**config.mk**
```make
export PLATFORM = sky130hd
export DESIGN_NAME = cam_pixel_capture_flat
export DESIGN_NICKNAME = d
export VERILOG_FILES = /design/src/rtl/cam_pixel_capture_if.sv /design/src/rtl/cam_pixel_capture.sv /design/src/flat_wrapper.sv
export SDC_FILE = /design/constraint.sdc
export NUM_CORES = 1
export LEC_CHECK = 0
export ABC_AREA = 1
export CAP_MARGIN = 20
export CORE_UTILIZATION = 45
export DETAILED_ROUTE_END_ITERATION = 7
export PLACE_DENSITY = 0.68
export SYNTH_ARGS = -nofsm -noshare
export SYNTH_HDL_FRONTEND = slang
export SYNTH_SLANG_ARGS = --single-unit
```
**constraint.sdc**
```tcl
create_clock -name clk -period 5.95 [get_ports clk]
set_clock_uncertainty 0.15 [all_clocks]
set_input_delay 0.8925 -clock clk [delete_from_list [all_inputs] [get_ports clk]]
set_output_delay 0.8925 -clock clk [all_outputs]
set_load 0.005 [all_outputs]
```
**src/rtl/cam_pixel_capture_if.sv**
```systemverilog
// cam_pixel_capture_if
//   Bundles the OV7670 parallel camera bus and the frame-buffer write port
//   that the capture stage produces.
//   slave  : capture-stage view (camera bus in, BRAM write port out)
//   master : environment view (drives the camera bus, observes writes)
//   Signals:
//     vsync      camera frame sync, high = vertical blanking
//     href       camera line valid, high = active bytes on d
//     d          camera data byte
//     addr       BRAM write address
//     dout       pixel {B[3:0],G[3:0],R[3:0]}
//     we         BRAM write enable, one cycle per pixel
//     frame_done one-cycle pulse at end of each captured frame
//     frame_err  sticky framing error for the current frame
interface cam_pixel_capture_if #(
  parameter int ADDR_W = 19
);
  logic              vsync;
  logic              href;
  logic [7:0]        d;
  logic [ADDR_W-1:0] addr;
  logic [11:0]       dout;
  logic              we;
  logic              frame_done;
  logic              frame_err;

  modport slave (
    input  vsync, href, d,
    output addr, dout, we, frame_done, frame_err
  );

  modport master (
    output vsync, href, d,
    input  addr, dout, we, frame_done, frame_err
  );
endinterface

```
**src/rtl/cam_pixel_capture.sv**
```systemverilog
// cam_pixel_capture
//   Camera-side capture stage in front of the frame-buffer BRAM write port.
//   Registers the OV7670 bus, pairs bytes into 12-bit RGB444 pixels, and
//   writes them at line*H_ACTIVE + col. Flags end of frame and framing
//   errors so the top level can decide whether a frame is usable.
//   Ports:
//     clk    camera pixel clock (PCLK), the only clock
//     reset  asynchronous, active-high reset
//     bus    cam_pixel_capture_if.slave: vsync/href/d in,
//            addr/dout/we/frame_done/frame_err out
module cam_pixel_capture #(
  parameter int H_ACTIVE = 640,
  parameter int V_ACTIVE = 480,
  parameter int ADDR_W   = 19
) (
  input  logic                  clk,
  input  logic                  reset,
  cam_pixel_capture_if.slave    bus
);

  localparam int COL_W  = 10;
  localparam int LINE_W = 9;

  localparam logic [COL_W-1:0]  H_LIM   = COL_W'(H_ACTIVE);
  localparam logic [LINE_W-1:0] V_LIM   = LINE_W'(V_ACTIVE);
  localparam logic [ADDR_W-1:0] LB_STEP = ADDR_W'(H_ACTIVE);

  typedef enum logic [1:0] {
    SYNC_WAIT,
    VBLANK,
    ACTIVE
  } state_t;

  state_t              state;
  logic                vsync_q;
  logic                href_q;
  logic                href_qq;
  logic [7:0]          d_q;
  logic [3:0]          hi;
  logic                phase;
  logic [COL_W-1:0]    col;
  logic [LINE_W-1:0]   line;
  logic [ADDR_W-1:0]   line_base;

  logic [ADDR_W-1:0]   addr_r;
  logic [11:0]         dout_r;
  logic                we_r;
  logic                frame_done_r;
  logic                frame_err_r;

  assign bus.addr       = addr_r;
  assign bus.dout       = dout_r;
  assign bus.we         = we_r;
  assign bus.frame_done = frame_done_r;
  assign bus.frame_err  = frame_err_r;

  always_ff @(posedge clk or posedge reset) begin
    if (reset) begin
      state        <= SYNC_WAIT;
      vsync_q      <= 1'b0;
      href_q       <= 1'b0;
      href_qq      <= 1'b0;
      d_q          <= '0;
      hi           <= '0;
      phase        <= 1'b0;
      col          <= '0;
      line         <= '0;
      line_base    <= '0;
      addr_r       <= '0;
      dout_r       <= '0;
      we_r         <= 1'b0;
      frame_done_r <= 1'b0;
      frame_err_r  <= 1'b0;
    end else begin
      // Input stage: everything below works only on the registered copies
      vsync_q <= bus.vsync;
      href_q  <= bus.href;
      d_q     <= bus.d;
      href_qq <= href_q;

      we_r         <= 1'b0;
      frame_done_r <= 1'b0;

      // Capture stage
      unique case (state)
        SYNC_WAIT: begin
          // Whatever frame is in flight after reset is incomplete; skip it
          if (vsync_q) state <= VBLANK;
        end

        VBLANK: begin
          phase     <= 1'b0;
          col       <= '0;
          line      <= '0;
          line_base <= '0;
          // VBLANK is only entered with vsync_q high, so a low here is the fall
          if (!vsync_q) begin
            state       <= ACTIVE;
            frame_err_r <= 1'b0;
          end
        end

        ACTIVE: begin
          if (vsync_q) begin
            state        <= VBLANK;
            frame_done_r <= 1'b1;
            if (href_q) frame_err_r <= 1'b1;
          end else if (href_q) begin
            if (!phase) begin
              hi    <= d_q[3:0];
              phase <= 1'b1;
            end else begin
              phase <= 1'b0;
              if (col < H_LIM && line < V_LIM) begin
                we_r   <= 1'b1;
                dout_r <= {d_q[3:0], d_q[7:4], hi};
                addr_r <= line_base + ADDR_W'(col);
                col    <= col + 1'b1;
              end else begin
                // Overlong line or surplus line: drop the pixel
                frame_err_r <= 1'b1;
              end
            end
          end else if (href_qq) begin
            // Line end. col only advances on real writes, so line and
            // line_base stop at V_ACTIVE and the address stays in range.
            if (col != '0) begin
              line      <= line + 1'b1;
              line_base <= line_base + LB_STEP;
            end
            col   <= '0;
            phase <= 1'b0;
            if (phase) frame_err_r <= 1'b1;
          end
        end

        default: state <= SYNC_WAIT;
      endcase
    end
  end

endmodule

```
**src/flat_wrapper.sv**
```systemverilog
// flat-port wrapper written by rule: the top's interface ports become plain ports
module cam_pixel_capture_flat 
#(
  parameter int H_ACTIVE = 640,
  parameter int V_ACTIVE = 480,
  parameter int ADDR_W   = 19
)
  (clk, reset, bus_vsync, bus_href, bus_d, bus_addr, bus_dout, bus_we, bus_frame_done, bus_frame_err);
  cam_pixel_capture_if #(.ADDR_W(ADDR_W)) bus_i ();
  input  logic clk;
  input  logic reset;
  input wire logic [$bits(bus_i.vsync)-1:0] bus_vsync;
  input wire logic [$bits(bus_i.href)-1:0] bus_href;
  input wire logic [$bits(bus_i.d)-1:0] bus_d;
  output wire logic [$bits(bus_i.addr)-1:0] bus_addr;
  output wire logic [$bits(bus_i.dout)-1:0] bus_dout;
  output wire logic [$bits(bus_i.we)-1:0] bus_we;
  output wire logic [$bits(bus_i.frame_done)-1:0] bus_frame_done;
  output wire logic [$bits(bus_i.frame_err)-1:0] bus_frame_err;
  assign bus_i.vsync = bus_vsync;
  assign bus_i.href = bus_href;
  assign bus_i.d = bus_d;
  assign bus_addr = bus_i.addr;
  assign bus_dout = bus_i.dout;
  assign bus_we = bus_i.we;
  assign bus_frame_done = bus_i.frame_done;
  assign bus_frame_err = bus_i.frame_err;
  cam_pixel_capture #(.H_ACTIVE(H_ACTIVE), .V_ACTIVE(V_ACTIVE), .ADDR_W(ADDR_W)) u_core (.clk(clk), .reset(reset), .bus(bus_i));
endmodule
```
# Word level (Yosys, flattened, before mapping)
# Cells that the tools add are included.
[word_totals]
regBits = 90
latch_bits = 0
mem_bits_rw = 0
romBits = 0
inputBits = 12
output_inout_bits = 34
elab_cells = 90
n_memories = 0
[classes]
addsub = 4
multipliers = 0
n_div = 0
magnitude_cmp = 2
n_eq_ne = 15
n_shift = 0
muxes = 40
bitwise = 2
reduce_logical = 12
[op_table]
columns = ["cell", "count"]
rows = [
  ["two-way mux 19 bit", 4],
  ["two-way mux 10 bit", 5],
  ["one-hot mux 19 bit (2 select lines)", 1],
  ["two-way mux 9 bit", 4],
  ["one-hot mux 10 bit (2 select lines)", 1],
  ["adder 19 x 10 -> 19 bit", 1],
  ["adder 19 x 10 -> 19 bit (second input constant)", 1],
  ["two-way mux 1 bit", 19],
  ["one-hot mux 9 bit (2 select lines)", 1],
  ["AND reduction 5 bit", 3],
  ["inequality test 4 x 3 -> 1 bit (second input constant)", 3],
  ["adder 10 x 1 -> 10 bit (second input constant)", 1],
  ["< comparator 10 bit (second input constant)", 1],
  ["nonzero test 10 bit", 1],
  ["adder 9 x 1 -> 9 bit (second input constant)", 1],
  ["< comparator 9 bit (second input constant)", 1],
  ["inequality test 3 bit (second input constant)", 3],
  ["AND reduction 7 bit", 1],
  ["inequality test 2 x 1 -> 1 bit (second input constant)", 3],
  ["inequality test 2 bit (second input constant)", 3],
  ["two-way mux 2 bit", 2],
  ["one-hot mux 1 bit (2 select lines)", 2],
  ["one-hot mux 2 bit (2 select lines)", 1],
  ["AND reduction 4 bit", 1],
  ["10 further kinds", 11],
]

# Longest topological paths before layout
# Gate-level depths: netlist of run 1.
[depth]
ltp_word = 7
ltp_mapped = 11
ltp_nobuf = 10

# Worst setup path before layout of run 1
# Ideal clock, no wire load.
[synth_timing]
path_kind = "register to register"
from = "reg u_core.state[0]"
to = "reg u_core.addr_r[8] (netlist: u_core.bus.addr[8])"
setup_ns = 0.123
arrival_time_ns = 1.476
required_ns = 5.677
slack_ns = 4.201
path_stages_with_launch = 11
path_buffers = 1
synth_period_minus_slack_ns = 1.749
path_cell_list = "dfrtp_1 > inv_1 > ha_1 > nand2_4 > nor2_2 > inv_2 > nor2_2 > inv_2 > buf_2 > nand2_1 > o21ai_1"
[synth_via]
elab_chain_len = 2
[synth_rtl]
columns = ["element", "line_no", "rtl"]
rows = [
  ["start: declaration", "cam_pixel_capture.sv:34", "state_t state;"],
  ["start signal: assignment", "cam_pixel_capture.sv:59", "state <= SYNC_WAIT;"],
  ["start signal: assignment", "cam_pixel_capture.sv:88", "if (vsync_q) state <= VBLANK;"],
  ["start signal: assignment", "cam_pixel_capture.sv:98", "state <= ACTIVE;"],
  ["equality test 2 bit", "cam_pixel_capture.sv:85", "unique case (state)"],
  ["AND reduction 5 bit (no line)", "-", ""],
  ["end signal: assignment", "cam_pixel_capture.sv:117", "addr_r <= line_base + ADDR_W'(col);"],
  ["end: declaration", "cam_pixel_capture.sv:45", "logic [ADDR_W-1:0] addr_r;"],
]
# Every way passes these cells.
# A chain may end at the register's enable or synchronous reset.

# Final worst setup path of run 1
[layout_timing]
from = "reg u_core.state[0]"
to = "reg u_core.addr_r[9] (netlist: u_core.bus.addr[9])"
# Same word-level chain as after synthesis.

==> results of run 1 <==
==> layout make-up <==
class / instances / area [sq um]
Clock buffer: 9 / 124
Timing Repair Buffer: 46 / 458
Clock inverter: 7 / 110
Multi-Input combinational cell: 363 / 1710
Inverter: 64 / 241
Fill cell: 837 / 3950
Sequential cell: 83 / 2080
Tap cell: 108 / 135
==> power breakdown <==
part | internal (uW) | switching (uW)
clock network | 243 | 222
logic | 156 | 277
registers | 627 | 38.5
==> stage by stage <==
stage,instance area [sq um],hold WS (ns),std cells,util (%),power (uW)
after global placement,4620,0.279,664,52.5,1110
after CTS,4860,0.298,680,55.2,1580
after floorplan,4140,0.224,524,-,1000
final,4860,0.292,680,55.2,1560
after detailed placement,4620,0.282,664,52.5,1110
after global routing,4860,0.309,680,55.2,1670
==> cells in the mapped netlist (all sizes together) <==
| library cell | number | share of area (%) |
|---|---|---|
| xor2 | 11 | 2.3 |
| a21oi | 7 | 0.85 |
| nand3 | 40 | 4.8 |
| nor2 | 38 | 3.9 |
| clkbuf | 1 | 0.12 |
| buf | 13 | 2.6 |
| inv | 64 | 5.8 |
| nor3 | 1 | 0.12 |
| or2 | 1 | 0.15 |
| nand4 | 11 | 1.7 |
| ha | 10 | 3.0 |
| nor3b | 2 | 0.36 |
| o21bai | 2 | 0.45 |
| nand2 | 205 | 19 |
| xnor2 | 2 | 0.42 |
| dfrtp | 83 | 50 |
| o21ai | 33 | 4.0 |
==> cells in the final DEF (no fill, tap or decap), types with 7 or more instances in the layout <==
master / instances
o21ai_1: 15
dfrtp_1: 83
clkdlybuf4s50_1: 45
o21ai_0: 18
nand4_1: 11
ha_1: 10
a21oi_1: 7
clkbuf_8: 9
nand3_1: 40
xor2_1: 11
nor2_1: 34
inv_1: 59
nand2_1: 200
==> metal layers <==
metal | vias up | global-route usage (%)
li1 | 1725 | -
met1 | 1488 | 26.7
met2 | 72 | 29.3
met3 | 11 | 4.87
met4 | 0 | 6.29
met5 | - | 0
==> registers in the layout (all words and copies together) (netlist names) <==
name	flops
u_core.bus.addr	19
u_core.bus.dout	12
u_core.line_base	12
u_core.col	10
u_core.line	9
u_core.d_q	8
u_core.hi	4
u_core.state	2
u_core.bus.frame_done	1
u_core.bus.frame_err	1
u_core.bus.we	1
u_core.href_q	1
u_core.href_qq	1
u_core.phase	1
u_core.vsync_q	1
==> worst min-delay path by stage <==
stage | slack (ns) | endpoint
2_1_floorplan | 0.22 | u_core.href_qq
3_3_place_gp | 0.28 | u_core.bus.dout[6]
3_5_place_dp | 0.28 | u_core.bus.dout[6]
4_1_cts | 0.30 | u_core.bus.dout[4]
5_1_grt | 0.31 | u_core.bus.dout[4]
6_report | 0.29 | u_core.bus.dout[4]
==> tightest hold or removal path, stage by stage (launching register included) <==
cell and delay, ns:
dfrtp_1 0.33, nand2_1 0.05, nand2_1 0.05
==> cells by family after synthesis <==
family	count (synthesis)	share of synthesized area (%)
buffers and inverters	78	8.52
adders and majority gates	10	3.02
xor gates and xnor gates	13	2.75
AOI/OAI and AO/OA	42	5.29
DFF	83	50.1
and+or+nand+nor	298	30.3
==> flow_summary.json, run 1 <==
{
  "cts_setup_buffers": 0,
  "critPathBufInv": 3,
  "fmax_mhz": 321,
  "tightest_slew_ns": 0.902,
  "setup_ws_ns": 2.83,
  "maxCapViolCount": 0,
  "top_layer": "met4",
  "ys_seq_elements": 83,
  "peakVddDrop_uv": 193,
  "die_height_um": 98.0,
  "numCtsBuffers": 9,
  "violations": "DRC",
  "maxSlewHeadroom_pct": 39.8,
  "pre_cts_ws_ns": 2.92,
  "post-dp-hpwl_um": 5750,
  "cp-end-kind": "flip-flop",
  "crit_end": "u_core.bus.addr[9]",
  "antenna_found_initial": 0,
  "setup_viol": 0,
  "drive_gt1_share_pct": 5.77,
  "hold_depth": 2,
  "m1WireLength_um": 4160,
  "hold_class": "reg2reg",
  "grt_pass1_wl_um": 14700,
  "cts.clk_slew.worst_paths_ns": 0.10,
  "finalHoldViolations": 0,
  "nets": 589,
  "r2r-start": "u_core.state[0]",
  "crit_family": "simple AND/OR/NAND/NOR gates",
  "netlist_instances": 524,
  "reg2regPathDepth": 9,
  "rsz0062_at_grt": "no",
  "critPathKind": "reg2reg",
  "crit_arrival_ns": 3.19,
  "cts_max_level": 3,
  "wl_met3_um": 361,
  "initial_core_util_pct": 47.0,
  "area_growth_syn_to_layout_pct": 17.3,
  "min_from": "u_core.d_q[4]",
  "antenna-diode-count": 0,
  "synth.net_count": 546,
  "holdBufCountCts": 0,
  "syn_area_sq_um": 4140,
  "ys_seq_area_share_pct": 50.1,
  "dieArea_sq_um": 9590,
  "finalCriticalPeriod_ns": 3.12,
  "synth.avg_cell_area_sq_um": 7.91,
  "drtIter0Drc": 155,
  "grtUsageTotal_pct": 19.2,
  "critPathSlowestCell": "nor2_2",
  "rows": 34,
  "crit_start": "u_core.state[0]",
  "grt_pass1_vias": 3182,
  "fin_setup_tns_ns": 0,
  "worst_r2r_endpoint": "u_core.bus.addr[9]",
  "clock-sinks": 83,
  "vias": 3296,
  "status": "finished, violations left",
  "wl_per_cell_um": 12.2,
  "critPathMaxFanout": 43,
  "wl_met2_um": 3660,
  "synth_cell_types": 26,
  "p_per_area_nw_per_um2": 322,
  "core_area_sq_um": 8810,
  "vias_per_cell": 4.85,
  "reg2reg_setup_slack_ns": 2.83,
  "wirelength_um": 8320,
  "slowest_delay_ns": 0.64,
  "cts_max_path_buffers": 2,
  "chipWidth_um": 98.0,
  "insertion_delay_ns": 0.36,
  "drv_slew": 0,
  "yosysWarnings": 0,
  "grt_remaining_overflow": 0,
  "cts_tree": "done",
  "cts_resized": 0,
  "finalCritPeriodShare_pct": 52.4,
  "p_leak_uw": 0.00249,
  "critPathLaunchType": "flip-flop",
  "portBuffers": 45,
  "cts_root_buffer": "clkbuf_8",
  "grt_max_degree": 72,
  "drc": 6,
  "gp_congestion": 0.850,
  "cp.depth": 9,
  "ant_nets": 0,
  "dr.pass1.iters": 6,
  "cp_cell_sequence": "inv_1 -> ha_1 -> nand2_4 -> nor2_2 -> inv_2 -> nor2_2 -> inv_2 -> nand2_1 -> o21ai_1",
  "num_io_pins": 46,
  "required_ns": 6.02
}
Note: power is estimated with default switching activity, not from simulation.
==> run 2: changes to the inputs <==
- clock period: 5.95 -> 3.1 ns (I/O delays scaled with it)
==> flow_summary.json, run 2 (same netlist as run 1, synthesis figures left out) <==
{
  "maxSlewHeadroom_pct": 53.4,
  "peakVddDrop_uv": 424,
  "cts_root_buffer": "clkbuf_8",
  "final_cells": 682,
  "vias": 3316,
  "finalHoldViolations": 0,
  "cts_resized": 0,
  "finalCritPeriodShare_pct": 73.8,
  "nets": 591,
  "cts.clk_slew.worst_paths_ns": 0.10,
  "dieArea_sq_um": 9590,
  "cts_max_path_buffers": 2,
  "maxCapViolCount": 0,
  "status": "finished, violations left",
  "cts_max_level": 3,
  "hold_class": "in2async",
  "setup_viol": 0,
  "post-route-util_pct": 54.8,
  "insertion_delay_ns": 0.37,
  "p_per_area_nw_per_um2": 585,
  "critPathMaxFanout": 43,
  "n_fill_cell": 807,
  "total_power_uw": 2830,
  "chipWidth_um": 98.0,
  "antenna-diode-count": 0,
  "cts_tree": "done",
  "critPathLaunchType": "flip-flop",
  "layout_common_cells": "200 x nand2_1, 83 x dfrtp_1, 59 x inv_1",
  "cp-end-kind": "flip-flop",
  "portBuffers": 45,
  "grtUsageTotal_pct": 19.2,
  "tightest_slew_ns": 0.698,
  "antenna_found_initial": 0,
  "grt_pass1_wl_um": 14900,
  "ant_nets": 0,
  "critPathKind": "reg2reg",
  "gp_congestion": 0.871,
  "fmax_mhz": 437,
  "largest_reg_flops": 19,
  "crit_arrival_ns": 2.36,
  "wl_per_cell_um": 12.1,
  "grt_remaining_overflow": 0,
  "cts_setup_buffers": 0,
  "rows": 34,
  "num_io_pins": 46,
  "drtIter0Drc": 189,
  "p_leak_uw": 0.00248,
  "grt_max_degree": 44,
  "violations": "DRC",
  "dr.pass1.iters": 8,
  "clock-sinks": 83,
  "area_growth_syn_to_layout_pct": 16.6,
  "rsz0062_at_grt": "no",
  "post-dp-hpwl_um": 5760,
  "place_inst": 666,
  "holdBufCountCts": 0,
  "numCtsBuffers": 9,
  "die_height_um": 98.0,
  "grt_pass1_vias": 3284,
  "initial_core_util_pct": 47.0,
  "core_area_sq_um": 8810,
  "required_ns": 3.17,
  "hold_slack_ns": 0.235,
  "drc": 6,
  "vias_per_cell": 4.86,
  "finalCriticalPeriod_ns": 2.29,
  "drive_gt1_share_pct": 5.92,
  "final_common_cell": "nand2_1",
  "fin_setup_tns_ns": 0,
  "wirelength_um": 8250,
  "drv_slew": 0
}
## run 2: cell count changes in the layout (fill, tap and decap cells not counted), sizes merged
cell      delta
bufinv       -2
clkinvlp     +1
buf          +2
clkbuf       +1
## run 2: path summary, 6_finish.rpt
path	startpoint	endpoint	slack, ns	depth (start not counted)
setup / recovery	u_core.state[0]	u_core.bus.addr[0]	0.81	9
hold / removal	reset	u_core.line_base[11]	0.23	2
setup reg to reg	u_core.state[0]	u_core.bus.addr[0]	0.81	9
hold reg to reg	u_core.d_q[4]	u_core.bus.dout[4]	0.31	2
max in group asynchronous	reset	u_core.line_base[12]	1.91	3
min in group clk	u_core.d_q[4]	u_core.bus.dout[4]	0.31	2
## run 2: area by class of cell
cell class | instances | area (sq um) | share of cell area, %
Clock inverter | 6 | 50.0 | 1.04
Timing Repair Buffer | 48 | 485 | 10.1
Clock buffer | 10 | 128 | 2.64
Multi-Input combinational cell | 363 | 1710 | 35.5
Inverter | 64 | 241 | 5.00
Sequential cell | 83 | 2080 | 43.0
Tap cell | 108 | 135 | 2.80
## run 2: through the flow
stage	setup WS [ns]	instance area (sq um)
2_1_floorplan	0.348	4140
3_3_place_gp	0.901	4650
3_5_place_dp	0.810	4650
4_1_cts	0.790	4830
5_1_grt	0.581	4830
6_report	0.814	4830
## run 2: layer usage
layer | up-vias | GRT usage, % | part of all wire, %
li1 | 1721 | - | -
met1 | 1531 | 24.7 | 49
met4 | 0 | 6.29 | 1.3
met5 | - | 0 | 0
met3 | 8 | 4.87 | 4.1
met2 | 56 | 31.9 | 45
## run 2: report_power, final
group | leakage, uW | total, uW | switching [uW] | internal (uW)
clock | 0.0000835 | 715 | 416 | 299
sequential | 0.00112 | 1280 | 72.4 | 1200
combinational | 0.00128 | 835 | 531 | 303
## run 2: critical path, stage by stage, from the launching register on
cell	delay, ns
dfrtp_1	0.40
inv_1	0.08
ha_1	0.55
nand2_4	0.09
nor2_2	0.18
inv_2	0.05
nor2_2	0.13
inv_2	0.28
nand2_1	0.15
o21ai_1	0.07
==> run 3: changes to the inputs <==
- PLACE_DENSITY: 0.68 -> 0.71
- clock period: 3.1 -> 1.99 ns (I/O delays scaled with it)
==> flow_summary.json, run 3 (same netlist as run 1, synthesis figures left out) <==
{
  "total_power_uw": 4600,
  "setup_viol": 0,
  "reg2regPathDepth": 9,
  "area_growth_syn_to_layout_pct": 19.3,
  "ant_nets": 0,
  "fmax_mhz": 543,
  "p_leak_uw": 0.00253,
  "drive_gt1_share_pct": 7.53,
  "gp_congestion": 0.823,
  "grt_remaining_overflow": 0,
  "die_height_um": 98.0,
  "status": "finished, violations left",
  "grt_pass1_vias": 3302,
  "rsz0062_at_grt": "no",
  "core_area_sq_um": 8810,
  "vias_per_cell": 4.91,
  "cts_tree": "done",
  "num_io_pins": 46,
  "maxSlewHeadroom_pct": 68.0,
  "drv_slew": 0,
  "cpMostUsedCell": "nor2_2",
  "critPathKind": "reg2reg",
  "post-dp-hpwl_um": 5920,
  "critPathSlowestCell": "dfrtp_1",
  "finalCriticalPeriod_ns": 1.84,
  "nets": 601,
  "cp-end-kind": "flip-flop",
  "wl_per_cell_um": 12.0,
  "grtUsageTotal_pct": 19.2,
  "required_ns": 2.13,
  "chipWidth_um": 98.0,
  "cts.clk_slew.worst_paths_ns": 0.09,
  "drc": 8,
  "dieArea_sq_um": 9590,
  "finalCritPeriodShare_pct": 92.6,
  "clock-sinks": 83,
  "cts_max_path_buffers": 2,
  "initial_core_util_pct": 47.0,
  "critPathMaxFanout": 20,
  "hold_class": "in2async",
  "p_per_area_nw_per_um2": 930,
  "fin_setup_tns_ns": 0,
  "vias": 3400,
  "violations": "DRC",
  "maxCapViolCount": 0,
  "drtIter0Drc": 216,
  "grt_pass1_wl_um": 15000,
  "cp_cell_sequence": "inv_1 -> ha_1 -> nand2_4 -> nor2_2 -> inv_2 -> nor2_2 -> buf_4 -> nand3_1 -> nand2_1",
  "dr.pass1.iters": 6,
  "slowest_delay_ns": 0.38,
  "rows": 34,
  "crit_arrival_ns": 1.98,
  "grt_max_degree": 44,
  "antenna-diode-count": 0,
  "tightest_slew_ns": 0.479,
  "wirelength_um": 8290,
  "layout_common_cells": "200 x nand2_1, 83 x dfrtp_1, 59 x inv_1",
  "critPathLaunchType": "flip-flop",
  "largest_reg_flops": 19,
  "n_fill_cell": 800,
  "portBuffers": 45,
  "cts_root_buffer": "clkbuf_8",
  "peakVddDrop_uv": 538,
  "cts_max_level": 3,
  "antenna_found_initial": 0,
  "insertion_delay_ns": 0.35,
  "final_common_cell": "nand2_1",
  "finalHoldViolations": 0,
  "numCtsBuffers": 9
}
==> run 3: cell types whose count changed in the layout (fill, tap and decap cells not counted), sizes merged <==
cell | previous run | this run
clkinvlp | 2 | 4
clkinv | 3 | 1
buf | 3 | 13
==> run 3: power breakdown <==
| part | switching, uW | leakage, uW | internal (uW) |
|---|---|---|---|
| clock network | 647 | 0.0000795 | 465 |
| registers | 106 | 0.00112 | 1870 |
| logic | 897 | 0.00133 | 606 |
| total | 1650 | 0.00253 | 2950 |
==> run 3: final timing paths <==
check	start	slack, ns	end
setup reg to reg	u_core.state[0]	0.15	u_core.bus.addr[13]
hold / removal	reset	0.17	u_core.bus.dout[10]
setup / recovery	u_core.state[0]	0.15	u_core.bus.addr[13]
max in group asynchronous	reset	0.97	u_core.line_base[9]
hold reg to reg	u_core.d_q[7]	0.32	u_core.bus.dout[7]
min in group clk	bus_d[3]	0.23	u_core.d_q[3]
==> run 3: critical path, delay by kind of cell, from the launching register on <==
family	cells	cell delay, ns
buffers and inverters	3	0.42
AND/OR/NAND/NOR	5	0.61
adder cells (fa/ha/maj)	1	0.23
flip-flops	1	0.38
==> run 3: timing repair <==
action	CTS	global route
endpoints found under the setup margin	0	60
resized for setup	0	5
hold buffers	0	0
buffers inserted	0	2
==> run 3: area by class of cell <==
| type | instances | area (sq um) | share of cell area, % |
|---|---|---|---|
| Clock inverter | 6 | 48.8 | 0.987 |
| Timing Repair Buffer | 58 | 577 | 11.7 |
| Tap cell | 108 | 135 | 2.73 |
| Sequential cell | 83 | 2080 | 42.0 |
| Inverter | 64 | 246 | 4.99 |
| Clock buffer | 10 | 128 | 2.58 |
| Multi-Input combinational cell | 363 | 1730 | 35.0 |
==> run 3: through the flow <==
| stage | hold slack (ns) | util [%] | instances | instance area [sq um] | setup slack (ns) |
|---|---|---|---|---|---|
| 2_1_floorplan | 0.180 | - | 524 | 4150 | 0.241 |
| 3_3_place_gp | 0.280 | 53.7 | 674 | 4730 | 0.169 |
| 3_5_place_dp | 0.289 | 53.7 | 674 | 4730 | 0.0942 |
| 4_1_cts | 0.173 | 55.7 | 690 | 4900 | 0.0802 |
| 5_1_grt | 0.181 | 56.1 | 692 | 4940 | 0.00490 |
| 6_report | 0.167 | 56.1 | 692 | 4940 | 0.147 |
==> run 3: layer usage <==
metal	GRT usage (%)	routed length, um
met1	25.6	3940
met2	31.1	3860
met3	5.30	442
met4	4.08	42
met5	0	0
